<file path="config.mk">
export PLATFORM = sky130hd
export DESIGN_NAME = ahb_fir_slave_param
export DESIGN_NICKNAME = d
export VERILOG_FILES = /design/src/rtl/ahb_fir_pkg.sv /design/src/rtl/ahb_fir_sample_fifo.sv /design/src/rtl/ahb_fir_slave_param.sv
export SDC_FILE = /design/constraint.sdc
export NUM_CORES = 1
export LEC_CHECK = 0
export CAP_MARGIN = 40
export CORE_UTILIZATION = 40
export DETAILED_ROUTE_END_ITERATION = 7
export PLACE_DENSITY = 0.72
export SLEW_MARGIN = 5
export SYNTH_ARGS = -nofsm -noshare
export SYNTH_HDL_FRONTEND = slang
export SYNTH_SLANG_ARGS = --single-unit
</file>
<file path="constraint.sdc">
create_clock -name clk -period 2.13 [get_ports clk]
set_input_delay 0.3195 -clock clk [delete_from_list [all_inputs] [get_ports clk]]
set_output_delay 0.3195 -clock clk [all_outputs]
set_load 0.02 [all_outputs]
</file>
<file path="src/rtl/ahb_fir_pkg.sv">
// Shared codes, register offsets and status bit positions for the AHB-Lite FIR slave.
package ahb_fir_pkg;
  localparam logic [1:0] HTRANS_IDLE   = 2'd0;
  localparam logic [1:0] HTRANS_BUSY   = 2'd1;
  localparam logic [1:0] HTRANS_NONSEQ = 2'd2;
  localparam logic [1:0] HTRANS_SEQ    = 2'd3;

  localparam logic HSIZE_BYTE = 1'b0;
  localparam logic HSIZE_HALF = 1'b1;

  localparam int ADDR_STATUS = 0;
  localparam int ADDR_RESULT = 2;
  localparam int ADDR_SAMPLE = 4;
  localparam int ADDR_COEFF0 = 6;

  localparam int STAT_BUSY_BIT  = 0;
  localparam int STAT_FULL_BIT  = 1;
  localparam int STAT_EMPTY_BIT = 2;
  localparam int STAT_ERR_BIT   = 8;

  typedef enum logic [1:0] {
    RESP_OKAY = 2'd0,
    RESP_ERR1 = 2'd1,
    RESP_ERR2 = 2'd2
  } err_state_t;

  // Byte-lane write merge: even byte address owns [7:0], odd owns [15:8].
  function automatic logic [15:0] lane_merge(input logic [15:0] old_val,
                                             input logic [15:0] wdata,
                                             input logic        half,
                                             input logic        odd);
    if (half)     return wdata;
    else if (odd) return {wdata[15:8], old_val[7:0]};
    else          return {old_val[15:8], wdata[7:0]};
  endfunction
endpackage

</file>
<file path="src/rtl/ahb_fir_sample_fifo.sv">
// Synchronous sample FIFO with wrap-around pointers; push while full is legal only with a pop.
module ahb_fir_sample_fifo #(
  parameter int DATA_W = 16,
  parameter int DEPTH  = 4
) (
  input  logic                     clk,
  input  logic                     n_rst,
  input  logic                     push,
  input  logic                     pop,
  input  logic [DATA_W-1:0]        push_data,
  output logic [DATA_W-1:0]        head,
  output logic                     full,
  output logic                     empty,
  output logic [$clog2(DEPTH):0]   count
);
  localparam int PTR_W = $clog2(DEPTH);
  localparam int CNT_W = PTR_W + 1;

  logic [DATA_W-1:0] mem [DEPTH];
  logic [PTR_W-1:0]  wr_ptr;
  logic [PTR_W-1:0]  rd_ptr;
  logic              do_push;
  logic              do_pop;

  assign full    = (count == CNT_W'(DEPTH));
  assign empty   = (count == '0);
  assign do_pop  = pop & ~empty;
  assign do_push = push & (~full | do_pop);
  assign head    = mem[rd_ptr];

  always_ff @(posedge clk or negedge n_rst) begin
    if (!n_rst) begin
      wr_ptr <= '0;
      rd_ptr <= '0;
      count  <= '0;
      for (int i = 0; i < DEPTH; i++) mem[i] <= '0;
    end else begin
      if (do_push) begin
        mem[wr_ptr] <= push_data;
        wr_ptr      <= wr_ptr + 1'b1;
      end
      if (do_pop) rd_ptr <= rd_ptr + 1'b1;
      case ({do_push, do_pop})
        2'b10:   count <= count + 1'b1;
        2'b01:   count <= count - 1'b1;
        default: count <= count;
      endcase
    end
  end
endmodule

</file>
<file path="src/rtl/ahb_fir_slave_param.sv">
// AHB-Lite slave for the FIR core: sample FIFO, coefficient bank, status/result/conf registers,
// FIFO-full wait states and two-cycle ERROR responses.
module ahb_fir_slave_param
  import ahb_fir_pkg::*;
#(
  parameter int NUM_COEFF  = 4,
  parameter int FIFO_DEPTH = 4,
  parameter int ADDR_W     = 5,
  parameter int CNUM_W     = (NUM_COEFF > 1) ? $clog2(NUM_COEFF) : 1
) (
  input  logic              clk,
  input  logic              n_rst,
  input  logic              hsel,
  input  logic [ADDR_W-1:0] haddr,
  input  logic              hsize,
  input  logic [1:0]        htrans,
  input  logic              hwrite,
  input  logic [15:0]       hwdata,
  output logic [15:0]       hrdata,
  output logic              hresp,
  output logic              hready,
  input  logic              modwait,
  input  logic              err,
  input  logic [15:0]       fir_out,
  output logic [15:0]       sample_data,
  output logic              data_ready,
  input  logic              sample_ack,
  input  logic [CNUM_W-1:0] coefficient_num,
  output logic [15:0]       fir_coefficient,
  output logic              new_coefficient_set,
  input  logic              clear_new_coefficient
);
  localparam int CONF_ADDR = ADDR_COEFF0 + 2 * NUM_COEFF;
  localparam int CONF_HIDX = CONF_ADDR / 2;
  localparam int COEF_HIDX = ADDR_COEFF0 / 2;
  localparam int CNT_W     = $clog2(FIFO_DEPTH) + 1;

  err_state_t        err_state, err_next;
  logic              vld_p1, write_p1, size_p1;
  logic [ADDR_W-1:0] addr_p1;

  logic [15:0] coeff [NUM_COEFF];
  logic [15:0] result_q;
  logic [7:0]  staged;

  logic        active, addr_err;
  logic [31:0] addr_p0_ext, addr_p1_ext, hidx_p1;
  logic        push_target, commit, push, pop, stage_wr, conf_set;
  logic [15:0] push_data, fifo_head, head_gated, reg_val, status;
  logic        fifo_full, fifo_empty;
  logic [CNT_W-1:0] fifo_count;

  assign addr_p0_ext = 32'(haddr);
  assign addr_p1_ext = 32'(addr_p1);
  assign hidx_p1     = 32'(addr_p1[ADDR_W-1:1]);

  assign active   = hsel & htrans[1] & hready;
  assign addr_err = (hwrite && addr_p0_ext < 32'(ADDR_SAMPLE)) ||
                    (addr_p0_ext >= 32'(CONF_ADDR + 2)) ||
                    (hsize == HSIZE_HALF && haddr[0]);

  // Data phase decode
  assign push_target = vld_p1 & write_p1 &
                       ((size_p1 == HSIZE_HALF && addr_p1_ext == 32'(ADDR_SAMPLE)) ||
                        (size_p1 == HSIZE_BYTE && addr_p1_ext == 32'(ADDR_SAMPLE + 1)));
  assign hready    = (err_state != RESP_ERR1) && !(push_target && fifo_full && !sample_ack);
  assign hresp     = (err_state != RESP_OKAY);
  assign commit    = vld_p1 & write_p1 & hready;
  assign push      = push_target & hready;
  assign push_data = size_p1 ? hwdata : {hwdata[15:8], staged};
  assign pop       = sample_ack & ~fifo_empty;
  assign stage_wr  = commit && size_p1 == HSIZE_BYTE && addr_p1_ext == 32'(ADDR_SAMPLE);
  assign conf_set  = commit && hidx_p1 == 32'(CONF_HIDX) &&
                     (size_p1 ? hwdata[0] : (!addr_p1[0] && hwdata[0]));

  assign head_gated  = fifo_empty ? 16'h0000 : fifo_head;
  assign sample_data = head_gated;
  assign data_ready  = ~fifo_empty;

  ahb_fir_sample_fifo #(.DATA_W(16), .DEPTH(FIFO_DEPTH)) u_fifo (
    .clk       (clk),
    .n_rst     (n_rst),
    .push      (push),
    .pop       (pop),
    .push_data (push_data),
    .head      (fifo_head),
    .full      (fifo_full),
    .empty     (fifo_empty),
    .count     (fifo_count)
  );

  always_comb begin
    status = 16'h0000;
    status[STAT_BUSY_BIT]  = modwait | new_coefficient_set;
    status[STAT_FULL_BIT]  = fifo_full;
    status[STAT_EMPTY_BIT] = fifo_empty;
    status[STAT_ERR_BIT]   = err;
  end

  always_comb begin
    reg_val = 16'h0000;
    if (hidx_p1 == 32'(ADDR_STATUS / 2))      reg_val = status;
    else if (hidx_p1 == 32'(ADDR_RESULT / 2)) reg_val = result_q;
    else if (hidx_p1 == 32'(ADDR_SAMPLE / 2)) reg_val = head_gated;
    else if (hidx_p1 == 32'(CONF_HIDX))       reg_val = {15'h0000, new_coefficient_set};
    else begin
      for (int k = 0; k < NUM_COEFF; k++)
        if (hidx_p1 == 32'(COEF_HIDX + k)) reg_val = coeff[k];
    end
  end

  always_comb begin
    hrdata = 16'h0000;
    if (vld_p1 && !write_p1) begin
      if (size_p1 == HSIZE_HALF) hrdata = reg_val;
      else if (addr_p1[0])       hrdata = {reg_val[15:8], 8'h00};
      else                       hrdata = {8'h00, reg_val[7:0]};
    end
  end

  always_comb begin
    fir_coefficient = 16'h0000;
    if (32'(coefficient_num) < 32'(NUM_COEFF)) fir_coefficient = coeff[coefficient_num];
  end

  // ERR2 still accepts a new address phase, so a fresh error re-enters ERR1
  always_comb begin
    err_next = RESP_OKAY;
    if (err_state == RESP_ERR1)  err_next = RESP_ERR2;
    else if (active && addr_err) err_next = RESP_ERR1;
  end

  // Address phase -> data phase register stage
  always_ff @(posedge clk or negedge n_rst) begin
    if (!n_rst) begin
      err_state <= RESP_OKAY;
      vld_p1    <= 1'b0;
      write_p1  <= 1'b0;
      size_p1   <= 1'b0;
      addr_p1   <= '0;
    end else begin
      err_state <= err_next;
      if (hready) begin
        vld_p1   <= active & ~addr_err;
        write_p1 <= hwrite;
        size_p1  <= hsize;
        addr_p1  <= haddr;
      end
    end
  end

  // Register commit at the edge that ends the data phase
  always_ff @(posedge clk or negedge n_rst) begin
    if (!n_rst) begin
      result_q            <= 16'h0000;
      staged              <= 8'h00;
      new_coefficient_set <= 1'b0;
      for (int k = 0; k < NUM_COEFF; k++) coeff[k] <= 16'h0000;
    end else begin
      result_q <= fir_out;
      if (stage_wr) staged <= hwdata[7:0];
      for (int k = 0; k < NUM_COEFF; k++)
        if (commit && hidx_p1 == 32'(COEF_HIDX + k))
          coeff[k] <= lane_merge(coeff[k], hwdata, size_p1, addr_p1[0]);
      if (conf_set)                   new_coefficient_set <= 1'b1;
      else if (clear_new_coefficient) new_coefficient_set <= 1'b0;
    end
  end
endmodule

</file>
**Word-level counts from Yosys, hierarchy flattened**

Index checks and enable logic that the tools add are counted.

- Register bits after elaboration: 170
- Latch bits: 0
- RAM bits: 0
- Memory bits (read-only): 0
- Input bits: 50
- Output and inout port bits: 52
- Logic and storage cells: 137
- Memories kept: 0

- $add $sub $neg: 4
- Multipliers: 0
- Divide/modulo/power cells: 0
- Magnitude comparators: 6
- Equality and inequality tests: 15
- Shifts and indexed selects: 0
- Muxes and demuxes: 30
- Bitwise logic cells: 19
- Reduce and logical (&&, ||, !) cells: 40

Operators by type and width:

| kind | count |
|---|---|
| $mux 16 | 19 |
| $bmux 16 s2 | 2 |
| $bwmux 64 | 1 |
| $demux 16 s2 | 1 |
| $logic_not 32->1 | 1 |
| $logic_and 1x1->1 | 19 |
| $eq 4x3->1 const B | 4 |
| $reduce_and 2->1 | 8 |
| $and 1x1->1 | 10 |
| $eq 5x3->1 const B | 2 |
| $ge 3x3->1 const B | 3 |
| $not 2->3 | 3 |
| $eq 4x2->1 const B | 2 |
| $mux 8 | 1 |
| $reduce_bool 2->1 | 4 |
| $pmux 3 s2 | 1 |
| $ge 5x5->1 const B | 1 |
| $lt 5x3->1 const B | 1 |
| $add 2x1->2 const B | 2 |
| $eq 2x1->1 const B | 2 |
| $eq 4x1->1 const B | 1 |
| $logic_not 1->1 | 4 |
| $mux 1 | 4 |
| $not 1->1 | 4 |
| 11 further kinds | 14 |

**Depth between registers and ports, before layout**

Gate-level depths: netlist of run 1.

- Word-level depth: 12
- Mapped depth: 11
- Mapped depth without buffers: 9

**Hierarchy**

Synthesis of run 1 repeated with hierarchy kept, for this count alone.

- Cell total of the unflattened synthesis: 646
- Area, all modules: 8463.1 um^2

Modules (own cells, without submodules):

| module | instances | cells each | area each (um^2) | seq. area each (um^2) |
|---|---|---|---|---|
| ahb_fir_slave_param | 1 | 453 | 5270.1 | 2477.4 |
| ahb_fir_sample_fifo | 1 | 193 | 3193.1 | 1776.7 |

**Worst setup path before layout of run 1**

No wires, ideal clock.

- Path kind: register -> output
- From: register addr_p1[1]
- To: output hrdata[0]
- Arrival time: 2308 ps
- Data required time: 1811 ps
- Slack: -498 ps
- Stages on the path, launching flop included: 7
- Buffers on the path: 2
- Path through: dfrtp_1 buf_4 buf_2 nor2b_1 a2111oi_0 a311oi_1 a2111oi_0

- Cells in the longest elaborated chain, start to end: 12
- Elaborated cells on any way between the ends: 19
- Classes of those cells: 7 x eq/ne; 11 x mux; 1 x reduce/logical

Ends and longest elaborated chain:

| item | line | text |
|---|---|---|
| start: declaration | ahb_fir_slave_param.sv:40 | `logic [ADDR_W-1:0] addr_p1;` |
| start signal: assignment | ahb_fir_slave_param.sv:147 | `addr_p1 <= haddr;` |
| $eq 4x2->1 | ahb_fir_slave_param.sv:108 | `if (hidx_p1 == 32'(COEF_HIDX + k)) reg_val = coeff[k];` |
| $mux 16 (4 in a row) | ahb_fir_slave_param.sv:108 |  |
| $mux 16 | ahb_fir_slave_param.sv:105 | `else if (hidx_p1 == 32'(CONF_HIDX)) reg_val = {15'h0000, new_coefficient_set};` |
| $mux 16 | ahb_fir_slave_param.sv:104 | `else if (hidx_p1 == 32'(ADDR_SAMPLE / 2)) reg_val = head_gated;` |
| $mux 16 | ahb_fir_slave_param.sv:103 | `else if (hidx_p1 == 32'(ADDR_RESULT / 2)) reg_val = result_q;` |
| $mux 16 * | ahb_fir_slave_param.sv:102 | `if (hidx_p1 == 32'(ADDR_STATUS / 2)) reg_val = status;` |
| $mux 16 | ahb_fir_slave_param.sv:116 | `else if (addr_p1[0]) hrdata = {reg_val[15:8], 8'h00};` |
| $mux 16 * | ahb_fir_slave_param.sv:115 | `if (size_p1 == HSIZE_HALF) hrdata = reg_val;` |
| $mux 16 * | ahb_fir_slave_param.sv:114 | `if (vld_p1 && !write_p1) begin` |
| end: declaration | ahb_fir_slave_param.sv:19 | `output logic [15:0] hrdata,` |

Every way passes the cells marked *; elsewhere a longest branch is shown, timed or not.

**Final worst setup path of run 1**

- From: register u_fifo.rd_ptr[0]
- To: output hrdata[3]

- Cells in the longest elaborated chain, start to end: 11

Ends and longest elaborated chain:

| item | line | text |
|---|---|---|
| start: declaration | ahb_fir_sample_fifo.sv:21 | `logic [PTR_W-1:0] rd_ptr;` |
| start signal: assignment | ahb_fir_sample_fifo.sv:42 | `if (do_pop) rd_ptr <= rd_ptr + 1'b1;` |
| $not 2->3 (not written as such) * | ahb_fir_sample_fifo.sv:29 | `assign head = mem[rd_ptr];` |
| $bmux 16 s2 * | ahb_fir_sample_fifo.sv:29 |  |
| $mux 16 (not written as such) * (2 in a row) | ahb_fir_sample_fifo.sv:29 |  |
| $mux 16 * | ahb_fir_slave_param.sv:76 | `assign head_gated = fifo_empty ? 16'h0000 : fifo_head;` |
| $mux 16 * | ahb_fir_slave_param.sv:104 |  |
| $mux 16 * | ahb_fir_slave_param.sv:103 |  |
| $mux 16 * | ahb_fir_slave_param.sv:102 |  |
| $mux 16 | ahb_fir_slave_param.sv:116 |  |
| $mux 16 * | ahb_fir_slave_param.sv:115 |  |
| $mux 16 * | ahb_fir_slave_param.sv:114 |  |

Every way passes the cells marked *; elsewhere a longest branch is shown, timed or not. The select of a mux whose other input is x is not followed.

==> impl_metrics.ini, run 1 <==
[grt]
antenna_found_initial = 0
grt_use_total_pct = 23.9
grt_pass1_vias = 7067
grt_pass1_wl_um = 39400
grt_max_degree = 65
gr-total-overflow = 0

[synth]
avgSynthCellArea_um2 = 14.1
ys.flop_type = dfrtp_1
synth_fa_ha_area_share_pct = 0.956
synth_top_family_by_area = multiplexers
synthesis.area_um2 = 8640
synth-xor-area-share_pct = 0.608
syn_nets = 670
synth_compound_area_share_pct = 7.82
synth_top_area_share_pct = 49.2
synth_edf_count = 0
synthTopCellsByCount = dfrtp_1 (170), mux2_2 (112), mux2_4 (40), mux4_2 (32), nor2_1 (24)
synth.most_common_cell = dfrtp_1
netlist_top_cells_area = dfrtp_1 (49%), mux2_2 (15%), mux4_2 (8.3%)
yosysWarnings = 0
async_flop_share_pct = 100
synthSimpleGateAreaFrac_pct = 8.12
ys_ff_latch = 170
yosysSeqAreaShare_pct = 49.2
synth.area.mux_share_pct = 30.3
synth_cell_type_count = 63
yosysTopAreaCell = dfrtp_1
netlist_instances = 614

[power]
pwr-share-comb_pct = 24.6
intPower_w = 0.00626
clock_power_share_pct = 34.3
switching_share_pct = 28.5
peakVddDrop_v = 0.000521
sequentialPowerShare_pct = 41.0
p_switching_w = 0.00249
p_leak_nw = 5.62
pwr_density_cell_nw_per_um2 = 706

[critical_path]
arrival_ns = 2.24
critical_path_class = flip-flop to output port
critPathMaxFanout = 5
r2r_slack_ns = -0.30
start_kind = flip-flop
end_kind = output port
cp.required_ns = 1.81

[placement]
io_buffers = 100
place_ws_ns = -0.571
dpl.hpwl_um = 17400
place_area_um2 = 10900
globalplace.congestion = 0.904
dp_cells = 1065

[detailed_routing]
firstDrtPassIters = 5
drtIter0Drc = 428
viasPerCell = 5.75
ant_nets = 0
wl_um = 25900
vias = 6452
wire_per_inst_um = 23.0
drc = 0

[sta]
clock_skew_ns = 0.00872
tightest_slew_ns = 0.606
period_minus_slack_ns = 2.56
timing.fmax_mhz = 391
drv_slew = 0
fin_ws_ns = -0.427
finalSetupViolations = 66
hold_violations = 0
min_period_over_period_pct = 120
slew_headroom_pct = 59.5
grt_setup_unrepaired = yes
tns_ns = -10.16
fin_hold_ws_ns = 0.314

[cells_and_area]
n_antenna_cell = 0
drive_gt1_share_pct = 57.0
area.growth.synth_to_final_pct = 43.5
layout.nets = 892
design_area_um2 = 12400
instances_no_fill = 1123
fillers = 1565

[floorplan]
ios = 102
rows = 53
start_util_pct = 41.0
fp.dieW_um = 149
fp.dieH_um = 149
dieArea_um2 = 22200
fp.coreArea_um2 = 21100

[clocking]
insertion_delay_ns = 0.43
clk_pin_slew_ns = 0.07
clock-sinks = 170
cts_buffers = 17
cts_root_buffer = clkbuf_16
cts_htree_levels = 4
tritoncts = yes
clk_path_buf_depth = 2

[status]
status = finished, violations left
violations = negative setup slack

[run]
max-cap-violations = 0

[min_path]
hold_class = input port to async pin
## metal layers
layer  up-vias  wire (um)  GRT usage (%)
met5         -          0              0
met4         0        552           7.76
met3        37       1640           6.27
met2       249      13200           40.2
met1      3403      10500           29.7
li1       2763          -              -
## sequential cells by signal, summed over array words and instances, names as in the netlist
name,count
coeff,64
u_fifo.mem,64
result_q,16
staged,8
addr_p1,5
u_fifo.count,3
err_state,2
u_fifo.rd_ptr,2
u_fifo.wr_ptr,2
new_coefficient_set,1
size_p1,1
vld_p1,1
write_p1,1
## critical path, cell delays in order, from the launching register on
cell and delay [ns]:
dfrtp_2 0.47, buf_6 0.18, mux4_2 0.56, a32oi_4 0.33
o22ai_4 0.12, buf_6 0.14
## kinds of logic after synthesis
group,Yosys count
buffers and inverters,53
DFF,170
xor gates and xnor gates,6
muxes,187
and+or+nand+nor,106
AOI/OAI and AO/OA,86
adders and majority gates,6
## final timing paths
path                                               from                           to  cells past startpoint
setup / recovery           u_fifo.rd_ptr[0]$_DFFE_PN0P_                    hrdata[3]                      5
hold / removal                                    n_rst        result_q[0]$_DFF_PN0_                      2
max in group asynchronous                         n_rst   u_fifo.mem[27]$_DFFE_PN0P_                      3
min in group clk                            fir_out[14]       result_q[14]$_DFF_PN0_                      1
setup reg to reg                 addr_p1[3]$_DFFE_PN0N_  u_fifo.count[2]$_DFFE_PN0P_                     13
hold reg to reg              u_fifo.mem[18]$_DFFE_PN0P_   u_fifo.mem[18]$_DFFE_PN0P_                      1
## layout make-up
class | count | area, um^2 | area share [%]
Clock buffer | 21 | 470 | 3.80
Tap cell | 275 | 344 | 2.78
Inverter | 14 | 56.3 | 0.454
Multi-Input combinational cell | 391 | 4680 | 37.8
Timing Repair Buffer | 242 | 2480 | 20.0
Sequential cell | 170 | 4260 | 34.4
Clock inverter | 10 | 95.1 | 0.767
## what timing repair did
action,CTS,global route
cloned,2,2
hold endpoints to repair,24,0
hold buffers,1,0
pin swaps,31,34
setup endpoints to repair,125,112
buffers inserted,23,11
gates resized for setup,290,77
## metrics by stage
stage,total power [W],utilization (%)
after floorplan,0.00448,-
after global placement,0.00532,51.8
after detailed placement,0.00539,51.8
after CTS,0.00872,57.1
after global routing,0.00908,58.8
final,0.00875,58.8
## cells in the final DEF, fill, tap and decap left out, drive strengths merged, types with 12 or more instances in the layout
master	n
dfrtp	170
and2	20
mux2	154
a32oi	13
o211ai	12
clkdlybuf4s50	48
buf	176
inv	13
mux4	32
o22ai	13
a22oi	12
dlygate4sd2	16
o2bb2ai	12
clkbuf	22
nor2	32
## power groups by stage
stage	combinational [W]	sequential [W]	clock (W)
2_1_floorplan	0.000924	0.00356	0
3_3_place_gp	0.00171	0.00360	0
3_5_place_dp	0.00177	0.00362	0
4_1_cts	0.00211	0.00357	0.00304
5_1_grt	0.00229	0.00361	0.00318
6_report	0.00216	0.00359	0.00300
No activity file was read; power rests on OpenSTA's default activity.
==> inputs of run 2 (changes only) <==
CORE_MARGIN = 5   (was unset)
CTS_BUF_LIST = sky130_fd_sc_hd__clkbuf_2   (was unset)
==> impl_metrics.ini, run 2 (synthesis gave the netlist of run 1 again) <==
[floorplan]
fp.dieW_um = 157
start_util_pct = 40.8
fp.dieH_um = 157
rows = 53
dieArea_um2 = 24600
ios = 102
fp.coreArea_um2 = 21200

[status]
violations = negative setup slack
status = finished, violations left

[clocking]
insertion_delay_ns = 0.77
clock-sinks = 170
cts_root_buffer = clkbuf_2
cts_htree_levels = 4
clk_pin_slew_ns = 0.22
clk_path_buf_depth = 2
tritoncts = yes
cts_buffers = 17

[critical_path]
arrival_ns = 2.60
crit_family = compound AO/OA/AOI/OAI gates
end_kind = output port
critPathBufInv = 3
reg2reg_from = addr_p1[1]$_DFFE_PN0N_
r2r_slack_ns = -0.28
r2r_cells = 11
worstReg2RegEnd = u_fifo.count[1]$_DFFE_PN0P_
critPathSlowestCell = dfrtp_1
critical_path_class = flip-flop to output port
critPathMaxFanout = 11
path_cells = buf_6, nor2b_2, nand3_2, buf_4, o221a_2, o211a_1, buf_6
start_kind = flip-flop
cpMostUsedCell = buf_6
cpPeakStageDelay_ns = 0.45
cp.required_ns = 1.81

[power]
intPower_w = 0.00503
sequentialPowerShare_pct = 48.6
p_switching_w = 0.00227
p_total_w = 0.00731
p_leak_nw = 5.67
pwr-share-comb_pct = 27.5
clock_power_share_pct = 23.9
switching_share_pct = 31.1
pwr_density_cell_nw_per_um2 = 593
peakVddDrop_v = 0.000277

[sta]
timing.fmax_mhz = 343
fin_ws_ns = -0.787
slew_headroom_pct = 63.5
tns_ns = -33.26
drv_slew = 0
clock_skew_ns = 0.0275
grt_setup_unrepaired = yes
hold_violations = 0
finalSetupViolations = 124
period_minus_slack_ns = 2.92
tightest_slew_ns = 0.547
min_period_over_period_pct = 137

[cells_and_area]
seq_area_um2 = 4260
instances_no_fill = 1159
top_regs = coeff: 64 flops, u_fifo.mem: 64 flops, result_q: 16 flops
multi_input_area_um2 = 4560
layout.nets = 926
final_cell_mix = dfrtp_1 (167), buf_4 (112), mux2_2 (107)
fillers = 1573
layout_commonest_cell = dfrtp_1
drive_gt1_share_pct = 57.5
area.growth.synth_to_final_pct = 42.6

[min_path]
hold_class = input port to flip-flop
holdPathEnd = new_coefficient_set$_DFFE_PN0P_
min_from = clear_new_coefficient
holdPathStages = 2

[placement]
dpl.hpwl_um = 16600
io_buffers = 100
dp_cells = 1059
place_ws_ns = -0.483
globalplace.congestion = 0.857

[detailed_routing]
wire_per_inst_um = 21.2
drc = 0
vias = 6357
viasPerCell = 5.48
ant_nets = 0
firstDrtPassIters = 5
wl_um = 24600
drtIter0Drc = 511

[grt]
antenna_found_initial = 1
grt_use_total_pct = 20.2
grt_max_degree = 56
grt_pass1_vias = 6709
grt_pass1_wl_um = 38000
gr-total-overflow = 0

[run]
max-cap-violations = 0
## run 2: routing by layer
layer,track usage [%],share of wire (%),wire length [um],vias to the layer above
met5,0,0,0,-
met4,6.20,2.2,542,0
met3,3.79,4.7,1150,42
met2,33.8,50,12400,193
met1,26.8,43,10500,3285
li1,-,-,-,2837
## run 2: power groups by stage
stage / Sequential (W) / Clock, W / Combinational (W)
final: 0.00355 / 0.00174 / 0.00201
after global routing: 0.00358 / 0.00191 / 0.00215
after CTS: 0.00354 / 0.00178 / 0.00196
after detailed placement: 0.00360 / 0 / 0.00170
after global placement: 0.00359 / 0 / 0.00167
after floorplan: 0.00356 / 0 / 0.000924
## run 2: how the worst max path moves through the flow
stage,start,cells past startpoint,endpoint
6_report,addr_p1[3]$_DFFE_PN0N_,7,hrdata[2]
5_1_grt,addr_p1[1]$_DFFE_PN0N_,7,hrdata[2]
4_1_cts,u_fifo.rd_ptr[0]$_DFFE_PN0P_,5,hrdata[2]
3_5_place_dp,modwait,6,hrdata[0]
3_3_place_gp,modwait,6,hrdata[0]
2_1_floorplan,addr_p1[1]$_DFFE_PN0N_,6,hrdata[0]
## run 2: timing repair
action                                  4_1_cts  5_1_grt
endpoints found under the setup margin      126      141
resized for setup                           381       36
setup buffers                                42       11
hold buffers                                 19        0
gates cloned                                  4        0
pin swaps                                    38       21
hold endpoints to repair                    186        0
## run 2: through the flow
step	hold slack [ns]	util [%]	instance area [um^2]
after floorplan	0.0239	-	8670
after global placement	0.269	51.3	10900
after detailed placement	0.265	51.3	10900
after CTS	0.00697	57.1	12100
after global routing	0.0388	58.2	12300
final	0.112	58.2	12300
## run 2: cell type report
type                       count  share of cell area, %
antenna                        1                 0.0203
sequential                   170                   34.6
timing repair buffer         276                   23.2
multi-input combinational    391                   37.0
clock buffer                  18                  0.731
inverter                      14                  0.488
tap                          275                   2.79
clock inverter                14                   1.17
==> inputs of run 3 (changes only) <==
CAP_MARGIN = 25   (was 40)
SLEW_MARGIN = 20   (was 5)
==> results of run 3 <==
No change in the layout: final DEF, timing and power equal those of run 2.
